`src/rtl/tone_synth_pkg.sv`:
```
// Shared constants for the tone synthesiser: binary-angle CORDIC arctangent table,
// gain compensation, fixed-point guard bits and the control FSM encoding.
package tone_synth_pkg;

    localparam int ANGLE_WIDTH       = 32;
    localparam int CORDIC_INV_GAIN   = 19898;
    localparam int CORDIC_MAX_STAGES = 24;
    // Fractional bits carried through the rotator so the output can be rounded.
    localparam int FRAC_BITS         = 2;

    // atan(2^-i) expressed as a 32-bit binary angle (2^32 = one full turn).
    localparam logic [ANGLE_WIDTH-1:0] ATAN_TABLE [CORDIC_MAX_STAGES] = '{
        32'h2000_0000, 32'h12E4_051E, 32'h09FB_385B, 32'h0511_11D4,
        32'h028B_0D43, 32'h0145_D7E1, 32'h00A2_F61E, 32'h0051_7C55,
        32'h0028_BE53, 32'h0014_5F2F, 32'h000A_2F98, 32'h0005_17CC,
        32'h0002_8BE6, 32'h0001_45F3, 32'h0000_A2FA, 32'h0000_517D,
        32'h0000_28BE, 32'h0000_145F, 32'h0000_0A30, 32'h0000_0518,
        32'h0000_028C, 32'h0000_0146, 32'h0000_00A3, 32'h0000_0051
    };

    typedef enum logic [1:0] {
        IDLE  = 2'd0,
        RUN   = 2'd1,
        DRAIN = 2'd2
    } state_e;

endpackage

```
`src/rtl/tone_synth_if.sv`:
```
// Tone record sink and complex sample source of the tone synthesiser.
interface tone_synth_if
    import tone_synth_pkg::*;
#(
    parameter int DATA_WIDTH = 14
);
    logic                          sink_valid;
    logic                          sink_ready;
    logic signed [ANGLE_WIDTH-1:0] sink_freq;
    logic signed [ANGLE_WIDTH-1:0] sink_phase;
    logic signed [ANGLE_WIDTH-1:0] sink_mag;
    logic                          source_sop;
    logic                          source_eop;
    logic                          source_valid;
    logic signed [DATA_WIDTH-1:0]  source_re;
    logic signed [DATA_WIDTH-1:0]  source_im;

    modport slave (
        input  sink_valid, sink_freq, sink_phase, sink_mag,
        output sink_ready, source_sop, source_eop, source_valid, source_re, source_im
    );

    modport master (
        output sink_valid, sink_freq, sink_phase, sink_mag,
        input  sink_ready, source_sop, source_eop, source_valid, source_re, source_im
    );
endinterface

```
`src/rtl/tone_synth_cordic_rot.sv`:
```
// Pipelined rotation-mode CORDIC, one iteration per register stage. Only the
// valid/sop/eop tags are reset; the datapath is free-running.
module cordic_rot
    import tone_synth_pkg::*;
#(
    parameter int CORDIC_STAGES = 16,
    parameter int WIDTH         = 17
) (
    input  logic                    clk,
    input  logic                    reset,
    input  logic                    valid_i,
    input  logic                    sop_i,
    input  logic                    eop_i,
    input  logic signed [WIDTH-1:0] x_i,
    input  logic [ANGLE_WIDTH-1:0]  z_i,
    output logic                    valid_o,
    output logic                    sop_o,
    output logic                    eop_o,
    output logic signed [WIDTH-1:0] x_o,
    output logic signed [WIDTH-1:0] y_o
);

    for (genvar gi = 0; gi < CORDIC_STAGES; gi++) begin : g_stage
        logic signed [WIDTH-1:0] x_in, y_in, x_q, y_q;
        logic [ANGLE_WIDTH-1:0]  z_in;
        logic                    v_in, s_in, e_in, v_q, s_q, e_q;
        logic                    neg_in;

        if (gi == 0) begin : g_head
            assign x_in = x_i;
            assign y_in = '0;
            assign z_in = z_i;
            assign v_in = valid_i;
            assign s_in = sop_i;
            assign e_in = eop_i;
        end else begin : g_link
            assign x_in = g_stage[gi-1].x_q;
            assign y_in = g_stage[gi-1].y_q;
            assign z_in = g_stage[gi-1].g_angle.z_q;
            assign v_in = g_stage[gi-1].v_q;
            assign s_in = g_stage[gi-1].s_q;
            assign e_in = g_stage[gi-1].e_q;
        end

        assign neg_in = $signed(z_in) < 0;

        always_ff @(posedge clk) begin
            if (reset) begin
                v_q <= 1'b0;
                s_q <= 1'b0;
                e_q <= 1'b0;
            end else begin
                v_q <= v_in;
                s_q <= s_in;
                e_q <= e_in;
            end
            if (neg_in) begin
                x_q <= x_in + (y_in >>> gi);
                y_q <= y_in - (x_in >>> gi);
            end else begin
                x_q <= x_in - (y_in >>> gi);
                y_q <= y_in + (x_in >>> gi);
            end
        end

        // The final iteration only needs the direction, so no residual is kept after it.
        if (gi < CORDIC_STAGES - 1) begin : g_angle
            logic [ANGLE_WIDTH-1:0] z_q;
            always_ff @(posedge clk) begin
                z_q <= neg_in ? z_in + ATAN_TABLE[gi] : z_in - ATAN_TABLE[gi];
            end
        end
    end

    assign valid_o = g_stage[CORDIC_STAGES-1].v_q;
    assign sop_o   = g_stage[CORDIC_STAGES-1].s_q;
    assign eop_o   = g_stage[CORDIC_STAGES-1].e_q;
    assign x_o     = g_stage[CORDIC_STAGES-1].x_q;
    assign y_o     = g_stage[CORDIC_STAGES-1].y_q;

endmodule

```
`src/rtl/tone_synth.sv`:
```
// Turns one tone record (bin, phase, magnitude) into a BATCH_SIZE-sample complex
// packet: phase accumulator + quadrant fold -> CORDIC -> round/saturate.
module tone_synth
    import tone_synth_pkg::*;
#(
    parameter int BATCH_SIZE    = 2048,
    parameter int DATA_WIDTH    = 14,
    parameter int CORDIC_STAGES = 16
) (
    input  logic        clk,
    input  logic        reset,
    tone_synth_if.slave bus
);

    localparam int FFT_DEPTH = $clog2(BATCH_SIZE);
    localparam int IW        = DATA_WIDTH + 3;
    localparam int PW        = DATA_WIDTH - 1 + 15;
    localparam logic signed [ANGLE_WIDTH-1:0] MAG_MAX = ANGLE_WIDTH'((1 << (DATA_WIDTH-1)) - 1);
    localparam logic signed [IW:0] SAT_HI     = (IW+1)'((1 << (DATA_WIDTH-1)) - 1);
    localparam logic signed [IW:0] SAT_LO     = ~SAT_HI;
    localparam logic [IW:0]        ROUND_HALF = (IW+1)'(1 << (FRAC_BITS-1));

    state_e                 state_q, state_d;
    logic [FFT_DEPTH-1:0]   n_q, n_d;
    logic [ANGLE_WIDTH-1:0] acc_q, acc_d, step_q, step_d;
    logic signed [IW-1:0]   x0_q, x0_d;
    logic                   issue, last;

    logic [DATA_WIDTH-2:0]  mag_clamped;
    logic [PW-1:0]          mag_prod;
    logic signed [IW-1:0]   mag_scaled;

    assign mag_clamped = bus.sink_mag[ANGLE_WIDTH-1] ? '0 :
                         (bus.sink_mag > MAG_MAX)    ? '1 : bus.sink_mag[DATA_WIDTH-2:0];
    assign mag_prod    = PW'(mag_clamped) * PW'(CORDIC_INV_GAIN);
    assign mag_scaled  = $signed(IW'(mag_prod >> (15 - FRAC_BITS)));

    assign last           = (n_q == FFT_DEPTH'(BATCH_SIZE - 1));
    assign bus.sink_ready = (state_q == IDLE) && !reset;

    always_comb begin
        state_d = state_q;
        n_d     = n_q;
        acc_d   = acc_q;
        step_d  = step_q;
        x0_d    = x0_q;
        issue   = 1'b0;
        case (state_q)
            IDLE: begin
                if (bus.sink_valid) begin
                    acc_d   = bus.sink_phase;
                    step_d  = bus.sink_freq << (ANGLE_WIDTH - FFT_DEPTH);
                    x0_d    = mag_scaled;
                    n_d     = '0;
                    state_d = RUN;
                end
            end
            RUN: begin
                issue = 1'b1;
                acc_d = acc_q + step_q;
                n_d   = n_q + 1'b1;
                if (last) begin
                    state_d = DRAIN;
                end
            end
            DRAIN: begin
                if (eop_q) begin
                    state_d = IDLE;
                end
            end
            default: state_d = IDLE;
        endcase
    end

    always_ff @(posedge clk) begin
        if (reset) begin
            state_q <= IDLE;
            n_q     <= '0;
            acc_q   <= '0;
            step_q  <= '0;
            x0_q    <= '0;
        end else begin
            state_q <= state_d;
            n_q     <= n_d;
            acc_q   <= acc_d;
            step_q  <= step_d;
            x0_q    <= x0_d;
        end
    end

    // Angles in quadrants 2/3 are rotated by half a turn with x0 negated,
    // keeping the CORDIC residual inside its +-90 degree convergence range.
    logic                   fold_v_q, fold_s_q, fold_e_q;
    logic signed [IW-1:0]   fold_x_q;
    logic [ANGLE_WIDTH-1:0] fold_z_q;
    logic                   flip;

    assign flip = acc_q[ANGLE_WIDTH-1] ^ acc_q[ANGLE_WIDTH-2];

    always_ff @(posedge clk) begin
        if (reset) begin
            fold_v_q <= 1'b0;
            fold_s_q <= 1'b0;
            fold_e_q <= 1'b0;
        end else begin
            fold_v_q <= issue;
            fold_s_q <= issue && (n_q == '0);
            fold_e_q <= issue && last;
        end
        if (issue) begin
            fold_x_q <= flip ? -x0_q : x0_q;
            fold_z_q <= flip ? {~acc_q[ANGLE_WIDTH-1], acc_q[ANGLE_WIDTH-2:0]} : acc_q;
        end
    end

    logic                 c_v, c_s, c_e;
    logic signed [IW-1:0] c_x, c_y;

    cordic_rot #(
        .CORDIC_STAGES(CORDIC_STAGES),
        .WIDTH        (IW)
    ) u_cordic (
        .clk    (clk),
        .reset  (reset),
        .valid_i(fold_v_q),
        .sop_i  (fold_s_q),
        .eop_i  (fold_e_q),
        .x_i    (fold_x_q),
        .z_i    (fold_z_q),
        .valid_o(c_v),
        .sop_o  (c_s),
        .eop_o  (c_e),
        .x_o    (c_x),
        .y_o    (c_y)
    );

    function automatic logic signed [DATA_WIDTH-1:0] round_sat(input logic signed [IW-1:0] v);
        logic signed [IW:0] r;
        r = $signed({v[IW-1], v} + ROUND_HALF);
        r = r >>> FRAC_BITS;
        if (r > SAT_HI) begin
            r = SAT_HI;
        end else if (r < SAT_LO) begin
            r = SAT_LO;
        end
        return r[DATA_WIDTH-1:0];
    endfunction

    logic                         valid_q, sop_q, eop_q;
    logic signed [DATA_WIDTH-1:0] re_q, im_q;

    always_ff @(posedge clk) begin
        if (reset) begin
            valid_q <= 1'b0;
            sop_q   <= 1'b0;
            eop_q   <= 1'b0;
            re_q    <= '0;
            im_q    <= '0;
        end else begin
            valid_q <= c_v;
            sop_q   <= c_v && c_s;
            eop_q   <= c_v && c_e;
            if (c_v) begin
                re_q <= round_sat(c_x);
                im_q <= round_sat(c_y);
            end
        end
    end

    assign bus.source_valid = valid_q;
    assign bus.source_sop   = sop_q;
    assign bus.source_eop   = eop_q;
    assign bus.source_re    = re_q;
    assign bus.source_im    = im_q;

endmodule

```
`src/flat_wrapper.sv`:
```
// flat-port wrapper written by rule: the top's interface ports become plain ports
module tone_synth_flat import tone_synth_pkg::*;
#(
    parameter int BATCH_SIZE    = 2048,
    parameter int DATA_WIDTH    = 14,
    parameter int CORDIC_STAGES = 16
)
  (clk, reset, bus_sink_valid, bus_sink_freq, bus_sink_phase, bus_sink_mag, bus_sink_ready, bus_source_sop, bus_source_eop, bus_source_valid, bus_source_re, bus_source_im);
  tone_synth_if #(.DATA_WIDTH(DATA_WIDTH)) bus_i ();
  input  logic clk;
  input  logic reset;
  input wire logic [$bits(bus_i.sink_valid)-1:0] bus_sink_valid;
  input wire logic [$bits(bus_i.sink_freq)-1:0] bus_sink_freq;
  input wire logic [$bits(bus_i.sink_phase)-1:0] bus_sink_phase;
  input wire logic [$bits(bus_i.sink_mag)-1:0] bus_sink_mag;
  output wire logic [$bits(bus_i.sink_ready)-1:0] bus_sink_ready;
  output wire logic [$bits(bus_i.source_sop)-1:0] bus_source_sop;
  output wire logic [$bits(bus_i.source_eop)-1:0] bus_source_eop;
  output wire logic [$bits(bus_i.source_valid)-1:0] bus_source_valid;
  output wire logic [$bits(bus_i.source_re)-1:0] bus_source_re;
  output wire logic [$bits(bus_i.source_im)-1:0] bus_source_im;
  assign bus_i.sink_valid = bus_sink_valid;
  assign bus_i.sink_freq = bus_sink_freq;
  assign bus_i.sink_phase = bus_sink_phase;
  assign bus_i.sink_mag = bus_sink_mag;
  assign bus_sink_ready = bus_i.sink_ready;
  assign bus_source_sop = bus_i.source_sop;
  assign bus_source_eop = bus_i.source_eop;
  assign bus_source_valid = bus_i.source_valid;
  assign bus_source_re = bus_i.source_re;
  assign bus_source_im = bus_i.source_im;
  tone_synth #(.BATCH_SIZE(BATCH_SIZE), .DATA_WIDTH(DATA_WIDTH), .CORDIC_STAGES(CORDIC_STAGES)) u_core (.clk(clk), .reset(reset), .bus(bus_i));
endmodule
```
`config.mk`:
```
export PLATFORM = sky130hd
export DESIGN_NAME = tone_synth_flat
export DESIGN_NICKNAME = d
export VERILOG_FILES = /design/src/rtl/tone_synth_pkg.sv /design/src/rtl/tone_synth_if.sv /design/src/rtl/tone_synth_cordic_rot.sv /design/src/rtl/tone_synth.sv /design/src/flat_wrapper.sv
export SDC_FILE = /design/constraint.sdc
export NUM_CORES = 2
export LEC_CHECK = 0
export CELL_PAD_IN_SITES_DETAIL_PLACEMENT = 1
export CELL_PAD_IN_SITES_GLOBAL_PLACEMENT = 2
export CORE_UTILIZATION = 35
export DETAILED_ROUTE_END_ITERATION = 8
export GPL_ROUTABILITY_DRIVEN = 1
export GPL_TIMING_DRIVEN = 1
export PLACE_DENSITY = 0.83
export SKIP_CTS_REPAIR_TIMING = 1
export SLEW_MARGIN = 25
export SYNTH_ARGS = -nofsm -noshare
export SYNTH_HDL_FRONTEND = slang
export SYNTH_HIERARCHICAL = 1
export SYNTH_SLANG_ARGS = --single-unit
```
`constraint.sdc`:
```
create_clock -name clk -period 17.15 [get_ports clk]
set_input_delay 3.43 -clock clk [delete_from_list [all_inputs] [get_ports clk]]
set_output_delay 3.43 -clock clk [all_outputs]
set_load 0.01 [all_outputs]
```
* Word level (Yosys, flattened, before mapping) *
Cells that the tools add are included.

cells by class
  divide/modulo/power cells = 0
  bitwise operators = 2
  mux-type cells = 63
  $add $sub $neg = 96
  shifts and indexed selects = 0
  multipliers = 1
  equal/unequal tests = 6
  reduce and logical (&&, ||, !) cells = 12
  magnitude comparators = 21

operators with widths
  cell                                                          number
  2-to-1 mux 32 bit                                             17
  2-to-1 mux 17 bit                                             31
  less-than comparator 32 x 1 -> 1 bit (second input constant)  16
  case mux 32 bit (2 select lines)                              1
  2-to-1 mux 14 bit                                             4
  adder 17 x 3 -> 18 bit (second input constant)                2
  adder 17 x 10 -> 17 bit                                       2
  adder 17 x 11 -> 17 bit                                       2
  adder 17 x 12 -> 17 bit                                       2
  adder 17 x 13 -> 17 bit                                       2
  adder 17 x 14 -> 17 bit                                       2
  adder 17 x 15 -> 17 bit                                       2
  adder 17 x 16 -> 17 bit                                       2
  adder 17 x 2 -> 17 bit                                        2
  adder 17 x 3 -> 17 bit                                        2
  adder 17 x 4 -> 17 bit                                        2
  adder 17 x 5 -> 17 bit                                        2
  adder 17 x 6 -> 17 bit                                        2
  adder 17 x 7 -> 17 bit                                        2
  adder 17 x 8 -> 17 bit                                        2
  adder 17 x 9 -> 17 bit                                        2
  subtractor 17 x 10 -> 17 bit                                  2
  subtractor 17 x 11 -> 17 bit                                  2
  subtractor 17 x 12 -> 17 bit                                  2
  other kinds (71)                                              94

storage, ports and cells
  memories kept = 0
  register bits = 1,226
  word-level logic and storage cells = 312
  latch bits = 0
  RAM bits = 0
  input bits = 99
  memory bits (read-only) = 0

* Logic depth before layout (Yosys ltp) *
  depth after elaboration = 4
  gate-level depth with buffers = 25
  depth with buffers taken out = 24

* Modules after synthesis *
The synthesis kept the hierarchy.

by module, submodules not included
  module      instances  sequential area each (um^2)  cells an instance  area each (um^2)
  cordic_rot  1          20,799.9                     7,715              67,557.3
  tone_synth  1          3,573.4                      1,088              10,060.9

* Least setup slack after synthesis *
No wires, ideal clock.

  path type = input port to flip-flop
  from = in bus_sink_mag[14]
  to = reg u_core.x0_q[13]
  stages = 24
  required time = 17.054 ns
  data arrival time = 9.263 ns
  slack = 7.792 ns
  cell sequence = nor4_1 nand3_1 or2_2 clkbuf_1 nor2_1 or2_2 inv_1 ha_1 fa_1 inv_1 fa_1 inv_1 fa_1 inv_1 fa_1 inv_1 ha_1 nand2_2 or3_1 or4_4 a21o_4 a211oi_4 a311oi_1 o41ai_2

on the way
  cells in the longest elaborated chain, start to end = 4

ends and longest elaborated chain
  item                                      line                source
  from (decl)                               flat_wrapper.sv:15  input wire logic [$bits(bus_i.sink_mag)-1:0] bus_sink_mag;
  greater-than comparator 32 x 14 -> 1 bit  tone_synth.sv:34    (bus.sink_mag > MAG_MAX) ? '1 : bus.sink_mag[DATA_WIDTH-2:0];
  2-to-1 mux 13 bit                         tone_synth.sv:34
  2-to-1 mux 13 bit                         tone_synth.sv:33    assign mag_clamped = bus.sink_mag[ANGLE_WIDTH-1] ? '0 :
  multiplier 13 x 14 -> 27 bit              tone_synth.sv:35    assign mag_prod = PW'(mag_clamped) * PW'(CORDIC_INV_GAIN);
  to (signal assigned)                      tone_synth.sv:81    x0_q <= '0;
  to (signal assigned)                      tone_synth.sv:87    x0_q <= x0_d;
  to (decl)                                 tone_synth.sv:26    logic signed [IW-1:0] x0_q, x0_d;

No other way between the ends.
A chain may end at the register's enable or synchronous reset.

* Worst setup path in the final report *
  from = in bus_sink_mag[31]
  to = reg u_core.x0_q[13]

on the way
  cells in the longest elaborated chain, start to end = 4

ends and longest elaborated chain
  item                                      line
  greater-than comparator 32 x 14 -> 1 bit  tone_synth.sv:34
  2-to-1 mux 13 bit                         tone_synth.sv:34
  2-to-1 mux 13 bit (*)                     tone_synth.sv:33
  multiplier 13 x 14 -> 27 bit (*)          tone_synth.sv:35

Mark *: on every way between the ends. The rest lies on a longest branch, timed or not.

==> key figures <==
Routing
  • First-pass DRT Iterations: 5
  • Final ANT Viol Nets: 0
  • First DRT Iteration DRCs: 2193
  • Wirelength per Cell: 16.8 um
  • Detailed-route wire length: 202000 um
  • Vias per cell: 5.17
  • Via count: 62200
  • Drc violations: 0

Clocking
  • Clock buffer depth: 3
  • CTS Root Cell: clkbuf_16
  • CTS tree: built
  • TritonCTS Buffers: 145
  • Clk slew on worst S/H paths: 0.06 ns
  • H-tree levels: 4
  • CTS Sinks: 1191
  • Clock latency on the worst-skew pair: 0.80 ns

Synth
  • Avg Synthesized Cell Area: 8.82 um^2
  • Yosys warns: 6
  • Area of the mapped netlist: 77600 um^2
  • Synth Instances: 8800
  • Syn nets: 10100

Global route
  • Pin count of the biggest net entering global routing: 64
  • First-pass GRT wire length: 332000 um
  • Number of global-route vias before repair: 66100
  • Total track usage: 17.8%
  • Initial antenna violation count: 4
  • GRT overflow: 0

Critical path
  • R2R cell count: 14
  • Crit path kind: in -> reg
  • Slowest cell on the critical path: clkdlybuf4s50_1
  • Critical path depth: 24
  • Critical path's most frequent cell: inv_1
  • Crit. End Element: register
  • CP bufs+invs: 6
  • Largest stage delay, worst path: 0.70 ns
  • Crit-path leading delay family: adder cells
  • CP Launch Point: bus_sink_mag[31]
  • FF-to-FF Start: u_core/u_cordic/g_stage[13].g_angle.z_q[31]$_DFF_P_
  • CP startpoint kind: input port
  • Critical Path RT: 17.85 ns
  • CP Cell Sequence: clkdlybuf4s50_1 -> nor4_1 -> nand3_1 -> or2_2 -> nor2_1 -> or2_2 -> inv_1 -> ha_1 -> fa_1 -> inv_1 -> fa_1 -> inv_1 -> fa_1 -> inv_1 -> fa_1 -> inv_1 -> ha_1 -> nand2_2 -> or3_1 -> or4_4 -> a21o_4 -> a211oi_4 -> a311oi_1 -> o41ai_2
  • Data arrival, critical path: 10.66 ns
  • Peak fanout along the critical path: 16

Floorplan
  • Die extent in x: 473 um
  • Die area: 224000 um^2
  • Die H: 473 um
  • Core area: 220000 um^2
  • Initial core utilization: 35.3%
  • Num rows: 172
  • I/O pin count: 131

Place
  • Area post-placement: 82100 um^2
  • Gpl congestion: 0.842
  • Post-DP HPWL: 161000 um
  • Port Buffer Count: 109

Final layout
  • Synthesis-to-layout area growth: 12.5%
  • Share of cells above drive strength 1: 4.06%
  • Design area: 87200 um^2
  • Final core occ: 39.7%
  • Commonest non-fill, non-tap cell in the layout: dfxtp_1
  • Most used cells in the layout excluding fill and tap cells: 1141 x dfxtp_1, 1052 x ha_1, 837 x a21oi_1
  • NumNets Final: 10200

STA
  • Pins Over Slew Limit: 0
  • Max_slew headroom: 32.2%
  • Setup violations, final: 0
  • Final Cycle Share: 58.1%
  • Fin crit period: 9.96 ns
  • Fmax achieved: 100 MHz
  • Final Hold Viols: 0
  • Clk_skew: 0.0336 ns
  • Unrepaired setup endpoints after global routing: no
  • Final setup TNS: 0 ns
  • Worst slew pin tran: 1.02 ns

Outcome
  • Run status: finished clean

Min path
  • Worst Min Path Start: u_core/u_cordic/g_stage[10].g_angle.z_q[1]$_DFF_P_
  • Hold Crit Class: reg -> reg
  • Hold Path Stages: 0

Job
  • Max Cap Viol: 0
[worst reg2reg max path, cell delays in order, from the launching register on]
cell and delay [ns]:
dfxtp_1 0.94, inv_1 0.71, nor2_1 0.33, a21oi_1 0.09, ha_1 0.37, a21o_1 0.20
a21oi_1 0.22, nor2b_1 0.07, o21a_1 0.19, nor3_1 0.24, o31ai_1 0.16, o41ai_1 0.61
o2111ai_1 0.22, a21oi_1 0.20, xnor3_1 0.22
[metrics by stage]
step | instances | hold slack, ns | worst slack (ns)
6_report | 12000 | 0.321 | 7.19
5_1_grt | 12000 | 0.330 | 6.86
4_1_cts | 12000 | 0.323 | 7.21
3_5_place_dp | 11800 | 0.314 | 6.37
3_3_place_gp | 11800 | 0.311 | 6.38
2_1_floorplan | 8800 | 0.310 | 7.79
[layout make-up]
class	count	area (um^2)
multi-input cells	6897	50600
clock inverters	66	970
fillers	25700	133000
inverters	578	2170
well taps	2958	3700
clock buffers	195	4130
flip-flops and latches	1191	24300
diodes	6	15.0
repair buffers	141	1330
[flip-flops by register name (all words and copies together) (netlist names), 17 cells and up]
signal	count
u_core/u_cordic/g_stage.y_q	238
u_core/u_cordic/g_stage.z_in	32
u_core/acc_q	32
u_core/u_cordic/g_stage.x_q	237
u_core/fold_x_q	17
u_core/u_cordic/g_stage.g_angle.z_q	416
u_core/fold_z_q	32
u_core/u_cordic/g_stage.x_in	17
u_core/u_cordic/g_stage.y_in	17
[per-layer routing]
metal / track usage [%] / part of all wire (%)
met1: 21.9 / 46
met2: 31.8 / 48
met3: 2.75 / 3.0
met4: 4.94 / 2.5
met5: 0 / 0
[worst paths after layout]
kind                            slack (ns)                                                  to
worst max-delay path                  7.19                        u_core/x0_q[13]$_SDFFE_PP0P_
worst min-delay path                  0.32  u_core/u_cordic/g_stage[11].g_angle.z_q[1]$_DFF_P_
worst max register to register       12.26         u_core/u_cordic/g_stage[14].x_q[16]$_DFF_P_
worst min register to register        0.32  u_core/u_cordic/g_stage[11].g_angle.z_q[1]$_DFF_P_
Power is not shown: default switching activity piles up to over one toggle a cycle in this logic, so the estimate is an artifact.
